<file path="src/rtl/done_event_monitor_if.sv">
// Handshake/status bundle between the done-event monitor and its host.
// The host (master) arms the monitor, feeds done levels, sets the threshold
// and acknowledges interrupts; the monitor (slave) reports edges, count,
// interrupt and overflow.
interface done_event_monitor_if #(
    parameter int unsigned CNT_W = 16
);
    logic             enable;
    logic             done_i;
    logic [CNT_W-1:0] threshold;
    logic             irq_ack;
    logic             done_rise_o;
    logic [CNT_W-1:0] event_cnt_o;
    logic             irq_o;
    logic             overflow_o;

    modport master (
        output enable,
        output done_i,
        output threshold,
        output irq_ack,
        input  done_rise_o,
        input  event_cnt_o,
        input  irq_o,
        input  overflow_o
    );

    modport slave (
        input  enable,
        input  done_i,
        input  threshold,
        input  irq_ack,
        output done_rise_o,
        output event_cnt_o,
        output irq_o,
        output overflow_o
    );
endinterface

</file>
<file path="src/rtl/done_event_monitor.sv">
// Done-event monitor: detects rising edges of an upstream done level, counts
// the edges accepted while armed, raises a held interrupt when the count
// reaches a programmable threshold, and flags a sticky overflow when the
// threshold is reached again before the interrupt was acknowledged.
// All outputs come straight from flops.
module done_event_monitor #(
    parameter int unsigned CNT_W = 16
) (
    input  logic                  clk,
    input  logic                  rst,
    done_event_monitor_if.slave   mon
);

    typedef enum logic [1:0] {
        IDLE  = 2'd0,
        COUNT = 2'd1,
        IRQ   = 2'd2
    } state_t;

    state_t           r_state;
    logic             r_done_q;
    logic             r_done_rise;
    logic [CNT_W-1:0] r_cnt;
    logic             r_irq;
    logic             r_ovf;

    logic             w_rise;
    logic             w_accept;
    logic             w_hit;
    logic [CNT_W:0]   w_cnt_inc;

    // Edge detect against the unconditionally registered done level.
    assign w_rise    = mon.done_i & ~r_done_q;
    assign w_accept  = w_rise & mon.enable;
    // One bit wider so an all-ones count still compares correctly.
    assign w_cnt_inc = {1'b0, r_cnt} + (CNT_W+1)'(1);
    assign w_hit     = w_accept && (mon.threshold != '0)
                       && (w_cnt_inc >= {1'b0, mon.threshold});

    // Register done level every cycle and emit the one-cycle accepted-edge pulse.
    always_ff @(posedge clk) begin
        if (rst) begin
            r_done_q    <= 1'b0;
            r_done_rise <= 1'b0;
        end else begin
            r_done_q    <= mon.done_i;
            r_done_rise <= w_accept;
        end
    end

    // Control FSM: counting, interrupt raise/ack, overflow and disarm.
    always_ff @(posedge clk) begin
        if (rst) begin
            r_state <= IDLE;
            r_cnt   <= '0;
            r_irq   <= 1'b0;
            r_ovf   <= 1'b0;
        end else if (!mon.enable) begin
            // Disarm discards any pending interrupt; overflow is sticky.
            r_state <= IDLE;
            r_cnt   <= '0;
            r_irq   <= 1'b0;
        end else begin
            case (r_state)
                // IDLE holds a zero count, so an edge arriving on the arming
                // cycle is handled exactly as in COUNT.
                IDLE, COUNT: begin
                    if (w_hit) begin
                        r_cnt   <= '0;
                        r_irq   <= 1'b1;
                        r_state <= IRQ;
                    end else begin
                        if (w_accept) begin
                            r_cnt <= w_cnt_inc[CNT_W-1:0];
                        end
                        r_state <= COUNT;
                    end
                end
                IRQ: begin
                    if (w_hit) begin
                        // A simultaneous ack consumes the old interrupt and
                        // the hit raises a new one, so no overflow then.
                        r_cnt <= '0;
                        if (!mon.irq_ack) begin
                            r_ovf <= 1'b1;
                        end
                    end else begin
                        if (w_accept) begin
                            r_cnt <= w_cnt_inc[CNT_W-1:0];
                        end
                        if (mon.irq_ack) begin
                            r_irq   <= 1'b0;
                            r_state <= COUNT;
                        end
                    end
                end
                default: begin
                    r_state <= IDLE;
                    r_cnt   <= '0;
                    r_irq   <= 1'b0;
                end
            endcase
        end
    end

    assign mon.done_rise_o = r_done_rise;
    assign mon.event_cnt_o = r_cnt;
    assign mon.irq_o       = r_irq;
    assign mon.overflow_o  = r_ovf;

endmodule

</file>
<file path="src/flat_wrapper.sv">
// flat-port wrapper written by rule: the top's interface ports become plain ports
module done_event_monitor_flat 
#(
    parameter int unsigned CNT_W = 16
)
  (clk, rst, mon_enable, mon_done_i, mon_threshold, mon_irq_ack, mon_done_rise_o, mon_event_cnt_o, mon_irq_o, mon_overflow_o);
  done_event_monitor_if #(.CNT_W(CNT_W)) mon_i ();
  input  logic clk;
  input  logic rst;
  input wire logic [$bits(mon_i.enable)-1:0] mon_enable;
  input wire logic [$bits(mon_i.done_i)-1:0] mon_done_i;
  input wire logic [$bits(mon_i.threshold)-1:0] mon_threshold;
  input wire logic [$bits(mon_i.irq_ack)-1:0] mon_irq_ack;
  output wire logic [$bits(mon_i.done_rise_o)-1:0] mon_done_rise_o;
  output wire logic [$bits(mon_i.event_cnt_o)-1:0] mon_event_cnt_o;
  output wire logic [$bits(mon_i.irq_o)-1:0] mon_irq_o;
  output wire logic [$bits(mon_i.overflow_o)-1:0] mon_overflow_o;
  assign mon_i.enable = mon_enable;
  assign mon_i.done_i = mon_done_i;
  assign mon_i.threshold = mon_threshold;
  assign mon_i.irq_ack = mon_irq_ack;
  assign mon_done_rise_o = mon_i.done_rise_o;
  assign mon_event_cnt_o = mon_i.event_cnt_o;
  assign mon_irq_o = mon_i.irq_o;
  assign mon_overflow_o = mon_i.overflow_o;
  done_event_monitor #(.CNT_W(CNT_W)) u_core (.clk(clk), .rst(rst), .mon(mon_i));
endmodule
</file>
<file path="config.mk">
export PLATFORM = sky130hd
export DESIGN_NAME = done_event_monitor_flat
export DESIGN_NICKNAME = d
export VERILOG_FILES = /design/src/rtl/done_event_monitor_if.sv /design/src/rtl/done_event_monitor.sv /design/src/flat_wrapper.sv
export SDC_FILE = /design/constraint.sdc
export NUM_CORES = 1
export LEC_CHECK = 0
export BUFFER_PORTS_ARGS = -buffer_cell sky130_fd_sc_hd__buf_2
export CAP_MARGIN = 10
export CORE_MARGIN = 8
export CORE_UTILIZATION = 57
export DETAILED_ROUTE_END_ITERATION = 12
export PLACE_DENSITY = 0.86
export SYNTH_ARGS = -nofsm -noshare
export SYNTH_HDL_FRONTEND = slang
export SYNTH_SLANG_ARGS = --single-unit
</file>
<file path="constraint.sdc">
create_clock -name clk -period 8.38 [get_ports clk]
set_input_delay 1.676 -clock clk [delete_from_list [all_inputs] [get_ports clk]]
set_output_delay 1.676 -clock clk [all_outputs]
set_load 0.005 [all_outputs]
</file>
# == Word level (Yosys, flattened, before mapping) ==
# Cells that the tools add are included.
# totals
regBits,22
word_cells,38
output_inout_bits,19
inputBits,21
# classes
add_sub_neg,1
n_eq_ne,5
reduce_logical,11
n_mux,8
bitwise,6
magnitude_cmp,1
# op_table
operator,count
16-bit by 1-bit adder with 17-bit output (second input constant),1
17-bit by 16-bit >= comparator with 1-bit output,1
16-bit nonzero test,1
2-bit two-way mux,3
2-bit != test (second input constant),2
1-bit NOT,4
2-bit case mux with 2 select lines,1
4-bit AND reduction,1
2-bit OR reduction,2
4-bit OR reduction,1
1-bit two-way mux,3
3-bit AND reduction,1
3-bit OR reduction,1
1-bit bitwise AND,2
2-bit by 1-bit == test with 1-bit output (second input constant),1
2-bit == test (second input constant),1
1-bit logical AND,2
2-bit zero test,1
2-bit by 1-bit != test with 1-bit output (second input constant),1
1-bit case mux with 2 select lines,1
2-bit AND reduction,1

# == Logic depth before layout (Yosys ltp) ==
# Gate-level depths: netlist of run 1.
# logic_depth
depth_word,7
mapped_depth,14

# == Worst setup path after synthesis of run 1 ==
# No wires, ideal clock.
# synth_timing
path_kind,input-to-reg
startpoint,input mon_threshold[14]
endpoint,"register u_core.r_irq, in the netlist u_core.mon.irq_o"
cell_stages,8
arrival_ns,3.083
setup_ns,0.120
t_required_ns,8.260
path_slack_ns,5.177
path_cell_list,inv_1 ha_1 nand3_1 o221ai_1 a311oi_1 a2bb2oi_2 a2111oi_2 or2_1
# synth_via
elab_chain_cells,5
# synth_rtl
item,line,source
from (decl),flat_wrapper.sv:12,input wire logic [$bits(mon_i.threshold)-1:0] mon_threshold;
"parallel branches: the longest is 2 deep, another holds 17-bit by 16-bit >= comparator with 1-bit output",--,
1-bit logical AND *,done_event_monitor.sv:38,"&& (w_cnt_inc >= {1'b0, mon.threshold});"
2-bit by 1-bit != test with 1-bit output (no source line) / 2-bit != test (equally long branches),--,
3-bit AND reduction (no source line) *,--,
to (signal assigned),done_event_monitor.sv:56,r_irq <= 1'b0;
to (signal assigned),done_event_monitor.sv:62,r_irq <= 1'b0;
to (signal assigned),done_event_monitor.sv:70,r_irq <= 1'b1;
to (decl),done_event_monitor.sv:24,logic r_irq;
# Every way passes the cells marked *.
# A chain may end at the register's enable or synchronous reset.

# == Final worst setup path of run 1 ==
# layout_timing
startpoint,"register u_core.r_cnt[0], in the netlist u_core.mon.event_cnt_o[0]"
endpoint,"register u_core.r_cnt[1], in the netlist u_core.mon.event_cnt_o[1]"
# layout_via
elab_chain_cells,4
# layout_rtl
item,line,source
from (decl),done_event_monitor.sv:23,logic [CNT_W-1:0] r_cnt;
from (signal assigned),done_event_monitor.sv:74,r_cnt <= w_cnt_inc[CNT_W-1:0];
from (signal assigned),done_event_monitor.sv:89,r_cnt <= w_cnt_inc[CNT_W-1:0];
16-bit by 1-bit adder with 17-bit output,done_event_monitor.sv:36,"assign w_cnt_inc = {1'b0, r_cnt} + (CNT_W+1)'(1);"
via u_core.w_cnt_inc[14],done_event_monitor.sv:30,logic [CNT_W:0] w_cnt_inc;
17-bit by 16-bit >= comparator with 1-bit output,done_event_monitor.sv:38,
1-bit logical AND,done_event_monitor.sv:38,
4-bit OR reduction (no source line),--,
# The timed path passes the listed nets, and every way through them passes these cells.

==> metrics list, run 1 <==
* Status: finished clean
- Routed length per instance: 12.9 um
* RSZ-0062 raised after global routing: no
- CTS placed an instance of clkbuf_4 at the clock tree root.
- After synthesis the cells add up to 1580 um^2.
- Data arrives at the worst endpoint at 3.57 ns.
* Required time reported for the critical path endpoint: 8.61 ns
- Floorplan die width: 68.7 um
- TritonCTS clock tree: done
* Detailed Place HPWL: 2840 um
- Number of routed nets with antenna violations: 0
- Clock latency on the worst-skew pair, taken at its later pin, is 0.30 ns.
- After clock tree synthesis, the clock-pin slew on the worst setup and hold paths is 0.11 ns.
* Max-cap violations: 0
* DRC errors left: 0
- Net count after synthesis: 237
- Total number of vias: 1426
- Area added between synthesis and finish: 16.1%
* Total global routing overflow: 0
* # fillers: 231
* Remaining max-slew budget at the tightest pin: 48.6%
- Across every metal layer, demand over resource in global routing totals 15.3%.
- Footprint of the multi-input gates: 1030 um^2
- In this run, post-CTS hold repair placed 0 buffers.
* Post-detailed-placement cell area: 1780 um^2
- LEAKAGE: 0.880 nW
- Of the synthesized area, sequential elements account for 27.8%.
* Number of post-CTS setup repair buffers: 0
* Pin count of the biggest net entering global routing: 17
- After clock tree synthesis, the repair step resized 0 gates.
- Timing startpoint of the critical path: u_core.mon.event_cnt_o[0]
* Initial core utilization: 58.9%
- Number of endpoints failing setup at the final stage: 0
- The number of max-slew violations in the final report is 0.
- IR analysis of the VDD net gives a maximum drop of 0.139 mV.
- For this design, the sink count on the clock tree is 22.
- For this run, the number of Yosys warnings is 0.
* Final count of hold timing violations: 0
* Worst Path Max Fanout: 16
- For this run, the detailed router's first-pass iteration total came to 4.
- The die covers 4720 um^2.
- Of the available clock period, the critical path in the final layout requires 39.8%.
* Share of synthesized registers carrying an async set or reset: 0%
- Setup crit start kind: flip-flop
- The worst hold path begins at u_core.r_done_q.
- PD cells: 110 nW/um^2
- The first global-routing pass estimated 5770 um of wire.
- Top achievable clock speed: 300 MHz
- For the pin with the worst max-slew slack, the measured transition is 0.764 ns.
* Post-synthesis area per instance: 7.95 um^2
* Total wire length after detailed routing: 3440 um
* Drt first-iter violations: 39
- In the final timing run, aggregate negative setup slack is 0 ns.
* Post-Synthesis Cells: 199
- Via density: 5.34
- Clock skew after layout: 0.00615 ns
- The worst setup path is captured at a flip-flop.
- After synthesis the netlist holds a flip-flop and latch count of 22.
* Min-delay worst type: flip-flop to flip-flop
- Number of library cell types mapped by synthesis: 37
- Placer's final routability congestion estimate: 0.848
- Die Y: 68.7 um
- Across all hold checks on the routed design, the worst slack comes to 0.454 ns.
* # port buffers: 39
- The initial antenna violation count is 0.
- Start-to-end type of the worst setup path: flip-flop to flip-flop
- CTS built an H-tree with a depth of 1.
- Antenna fix cells: 0
- Setup slack, reg-to-reg: 5.05 ns
* Post-layout net count: 275
* Maximum clock insertion buffer count: 2
- In the synthesized netlist the dominant register cell turns out to be dfxtp_1.
- In this run, CTS created clock tree buffers numbering 3.
- 40 I/O pins were placed.
- The core region is 2690 um^2.
* Min Tclk post-route: 3.33 ns
- Register area: 440 um^2
- In this run, synthesis inferred 0 flip-flops with an integrated enable.
- The startpoint identified for the worst register-to-register timing path is u_core.mon.event_cnt_o[0].
* Number of global-route vias before repair: 1377
- After floorplanning, the core was divided into 19 placement rows.
- Share of layout cells above drive strength 1: 20.8%
* Cell area after layout: 1840 um^2
- Total power consumption of the routed design: 0.202 mW
-- cells in the mapped netlist, types with 2 or more instances --
| cell type | number | share of area (%) |
|---|---|---|
| a21o_1 | 2 | 0.95 |
| a21oi_1 | 9 | 2.8 |
| buf_2 | 2 | 0.63 |
| clkbuf_1 | 3 | 0.71 |
| dfxtp_1 | 22 | 28 |
| ha_1 | 17 | 13 |
| inv_1 | 21 | 5.0 |
| nand2_1 | 17 | 4.0 |
| nand2b_1 | 4 | 1.6 |
| nand3_1 | 10 | 3.2 |
| nand4_1 | 4 | 1.6 |
| nor2_1 | 30 | 7.1 |
| nor3_1 | 3 | 0.95 |
| nor4_1 | 5 | 2.0 |
| xnor2_1 | 17 | 9.4 |
| xor2_1 | 12 | 6.6 |
-- sequential cells by signal (all words and copies together), names as in the netlist --
register,flops
u_core.mon.done_rise_o,1
u_core.mon.event_cnt_o,16
u_core.mon.irq_o,1
u_core.mon.overflow_o,1
u_core.r_done_q,1
u_core.r_state,2
-- cells by family (layout without fill, tap and decap cells) --
kind of cell	count (synthesis)	in the layout	share of synthesized area, %
flops	22	22	27.8
simple gates	84	84	26.1
fa+ha+maj	17	17	13.4
compound gates	20	20	9.49
buf+inv	27	64	7.04
xor+xnor	29	29	16.1
-- path summary, 6_finish.rpt --
check	depth (start not counted)	endpoint
max	13	u_core.mon.event_cnt_o[1]
min	1	u_core.mon.done_rise_o
max reg2reg	13	u_core.mon.event_cnt_o[1]
min reg2reg	1	u_core.mon.done_rise_o
-- layer usage --
| metal | vias up | wire length [um] | global-route usage, % |
|---|---|---|---|
| li1 | 744 | - | - |
| met1 | 647 | 1560 | 18.4 |
| met2 | 33 | 1660 | 27.4 |
| met3 | 2 | 203 | 2.26 |
| met4 | 0 | 15 | 4.35 |
| met5 | - | 0 | 0 |
-- area by class of cell --
| cell class | instances | share of cell area [%] |
|---|---|---|
| clock inverter | 1 | 1.64 |
| clock buffer | 3 | 1.23 |
| tap | 31 | 2.11 |
| multi-input combinational | 150 | 56.1 |
| inverter | 21 | 4.29 |
| timing repair buffer | 39 | 10.6 |
| sequential | 22 | 24.0 |
-- through the flow --
| stage | cells | setup slack (ns) | util (%) |
|---|---|---|---|
| 6_report | 267 | 5.05 | 68.3 |
| 3_5_place_dp | 263 | 4.87 | 66.4 |
| 2_1_floorplan | 199 | 5.18 | - |
| 5_1_grt | 267 | 4.68 | 68.3 |
| 4_1_cts | 267 | 5.05 | 68.3 |
| 3_3_place_gp | 263 | 4.97 | 66.4 |
-- placed cells by master, fill, tap and decap left out, types with 2 or more instances in the layout --
cell type  instances
a21o_1             2
a21oi_1            9
buf_2             39
clkbuf_4           3
dfxtp_1           22
ha_1              17
inv_1             21
nand2_1           17
nand2b_1           4
nand3_1           10
nand4_1            4
nor2_1            30
nor3_1             3
nor4_1             5
xnor2_1           17
xor2_1            12
-- where the power goes --
part           internal [mW]  total, mW  switching, mW  leakage, nW
combinational        0.00819     0.0180        0.00979        0.674
clock                 0.0483     0.0783         0.0299       0.0279
sequential             0.105      0.106       0.000766        0.178
total                  0.162      0.202         0.0405        0.880
-- worst max-delay path: stages, from the launching register on --
cell	delay (ns)
dfxtp_1	0.46
ha_1	0.26
nand3_2	0.16
nor2_1	0.20
nand3_1	0.20
nor2_1	0.17
xor2_1	0.19
ha_1	0.27
a21oi_1	0.15
o221ai_1	0.13
a311oi_1	0.31
a2bb2oi_2	0.31
nand2_2	0.26
a21oi_1	0.18
Note: power is estimated with default switching activity, not from simulation.
==> run 2, diff against run 1 <==
--- a/config.mk
+++ b/config.mk
@@ -8,9 +8,9 @@
 export BUFFER_PORTS_ARGS = -buffer_cell sky130_fd_sc_hd__buf_2
 export CAP_MARGIN = 10
 export CORE_MARGIN = 8
-export CORE_UTILIZATION = 57
+export CORE_UTILIZATION = 53
 export DETAILED_ROUTE_END_ITERATION = 12
-export PLACE_DENSITY = 0.86
+export PLACE_DENSITY = 0.81
 export SYNTH_ARGS = -nofsm -noshare
 export SYNTH_HDL_FRONTEND = slang
 export SYNTH_SLANG_ARGS = --single-unit
==> constraint.sdc (replaced) <==
create_clock -name clk -period 3.08 [get_ports clk]
set_input_delay 0.616 -clock clk [delete_from_list [all_inputs] [get_ports clk]]
set_output_delay 0.616 -clock clk [all_outputs]
set_load 0.005 [all_outputs]
==> metrics list, run 2 (synthesized netlist as in run 1, its figures left out) <==
- The sequential cell area in the final layout is 443 um^2 (+0.57%).
* # fillers: 242 (+4.8%)
* PD cells: 240 nW/um^2 (+120%)
* Start-to-end type of the worst setup path: flip-flop to flip-flop
- Area added between synthesis and finish: 21.8%
- The die width was 70.6 um (+2.8%).
- Floorplan Core Area: 2950 um^2 (+9.9%)
- Initial core utilization: 53.6% (-5.3 points)
- The time the worst path needs with I/O delays and setup was 2.87 ns (-0.461 ns).
* Number of endpoints failing setup at the final stage: 0 (unchanged)
* Worst Hold Margin: 0.439 ns (-0.0142 ns)
- Ports: 40 (unchanged)
* Number of global-route vias before repair: 1412 (+2.5%)
- The achievable frequency was 348 MHz (+16%).
- The detail-routed net length per standard cell came to 12.8 um (-0.27%).
- The reported leakage power is 0.921 nW (+4.8%).
- The overall fraction of global-route tracks in use is 14.3% (-1.0 points).
- Worst skew pair latency: 0.30 ns (about the same)
* Setup WS post-layout: 0.207 ns (-4.84 ns)
- The maximum number of buffers from clock root to sink came to 2 (unchanged).
* Pin count of the biggest net entering global routing: 17 (unchanged)
- Clock transition at the registers of the reported paths: 0.11 ns (about the same)
- The peak per-stage delay on the critical path was 0.38 ns (-0.08 ns).
- Worst Max-Slew Pin Slew: 0.632 ns (-0.133 ns)
- Total wire length after detailed routing: 3580 um (+4.2%)
* Number of clock buffers inserted by TritonCTS: 3 (unchanged)
- The worst setup path is captured at a flip-flop.
- Min-delay worst type: flip-flop to flip-flop
* Worst Path Max Fanout: 6 (-10)
- # port buffers: 39 (unchanged)
- Setup crit start kind: flip-flop
- The slowest stage of the critical path is the dfxtp_2 cell.
- Required time reported for the critical path endpoint: 3.27 ns (-5.34 ns)
- The wire length of the first global-routing pass is 6070 um (+5.3%).
* Top Family by Delay on Critical Path: compound AO/OA/AOI/OAI gates
- Die area: 4990 um^2 (+5.8%)
- Antenna fix cells: 0 (unchanged)
- Data arrival time of the critical path: 3.07 ns (-0.50 ns)
* Status: finished clean
- Number of antenna violations at the first check in global routing: 0 (unchanged)
- The last weighted congestion value of the routability-driven placer was 0.835 (-1.6%).
- TritonCTS built the clock tree.
- The flip-flop count of the largest register after layout was 16 (unchanged).
- The multi-input gate area in the final layout was 1060 um^2 (+3.2%).
- The number of nets in the final layout is 286 (+4.0%).
- The tightest slew margin relative to the limit is 57.5% (+8.9 points).
- CTS root buf: clkbuf_4
- Pre-antenna DRT Iters: 4 (unchanged)
* Buffers & Inverters on Critical Path: 1 (+1)
* Place WS: -0.0427 ns (-4.91 ns)
- Post-route fraction of the period consumed by the critical path: 93.3% (+53 points)
- Number of placement rows: 20 (+1)
- Share of layout cells above drive strength 1: 27.6% (+6.9 points)
- Maximum resistive drop on vdd: 0.253 mV (+82%)
- Leading cell types in the layout, fill and taps excluded: buf_2, nor2_1, inv_1
- DRC errors left: 0 (unchanged)
- The count of clock tree sinks came to 22 (unchanged).
- The power after layout is 0.463 mW (+130%).
- Via density: 5.16 (-3.4%)
- The chip height is 70.6 um (+2.8%).
* Max-cap violations: 0 (unchanged)
* Total number of vias: 1440 (+0.98%)
- Cell-by-cell listing of the critical path: ha_2, nand3_2, nor2_2, nand3_2, nor2_2, xor2_1, ha_1, a21oi_1, o221ai_1, a311oi_1, a2bb2oi_2, buf_4, a2111oi_2, or2_1
- Drt first-iter violations: 70 (+79%)
- Setup repair after global routing left no endpoint under its margin.
- The number of H-tree levels came to 1 (unchanged).
- Most frequent standard cell in the layout excluding fill and tap cells: buf_2
* Total global routing overflow: 0 (unchanged)
- The number of max-slew violations in the final report was 0 (unchanged).
- The largest clock skew in the final design came to 0.00107 ns (-0.00507 ns).
- Number of routed nets with antenna violations: 0 (unchanged)
- The post-detailed-placement half-perimeter wirelength was 2950 um (+3.9%).
- The final count of hold timing violations came to 0 (unchanged).
-- run 2: cell count changes in the layout (fill, tap and decap cells not counted), sizes merged --
cell    previous run  this run
buf               39        50
bufinv             1         0
-- run 2: layer usage --
| metal | track usage, % | vias to the layer above | wire [um] |
|---|---|---|---|
| li1 | - | 765 | - |
| met1 | 17.0 | 640 | 1700 |
| met2 | 25.4 | 31 | 1690 |
| met3 | 2.82 | 4 | 166 |
| met4 | 3.46 | 0 | 29 |
| met5 | 0 | - | 0 |
-- run 2: layout make-up --
type	instances	share of cell area, %
timing repair buffer	50	14.4
inverter	21	4.09
clock buffer	3	1.17
multi-input combinational	150	55.2
sequential	22	23.0
tap	33	2.14
-- run 2: timing repair --
action                     CTS  global route
cloned                       0             0
hold buffers                 0             0
resized for setup            1            10
setup endpoints to repair   17            20
setup buffers                1             0
pin swaps                    1             1
-- run 2: path summary, 6_finish.rpt --
| check | start | end | slack, ns | cells past startpoint |
|---|---|---|---|---|
| worst min-delay path | u_core.r_done_q | u_core.mon.done_rise_o | 0.44 | 1 |
| worst max register to register | u_core.mon.event_cnt_o[0] | u_core.mon.irq_o | 0.21 | 14 |
| worst min register to register | u_core.r_done_q | u_core.mon.done_rise_o | 0.44 | 1 |
| worst max-delay path | u_core.mon.event_cnt_o[0] | u_core.mon.irq_o | 0.21 | 14 |
-- run 2: report_power, final --
| group | leakage, nW | internal, mW | switching, mW |
|---|---|---|---|
| registers | 0.179 | 0.287 | 0.00184 |
| clock network | 0.0138 | 0.0456 | 0.0775 |
| logic | 0.729 | 0.0231 | 0.0277 |
-- run 2: per-stage QoR --
| step | util [%] | cells | area (um^2) | setup TNS (ns) |
|---|---|---|---|---|
| after floorplan | - | 199 | 1580 | 0 |
| after global placement | 63.0 | 275 | 1860 | 0 |
| after CTS | 64.2 | 279 | 1900 | 0 |
| final | 65.2 | 279 | 1930 | 0 |
| after detailed placement | 63.0 | 275 | 1860 | -0.318 |
| after global routing | 65.2 | 279 | 1930 | 0 |
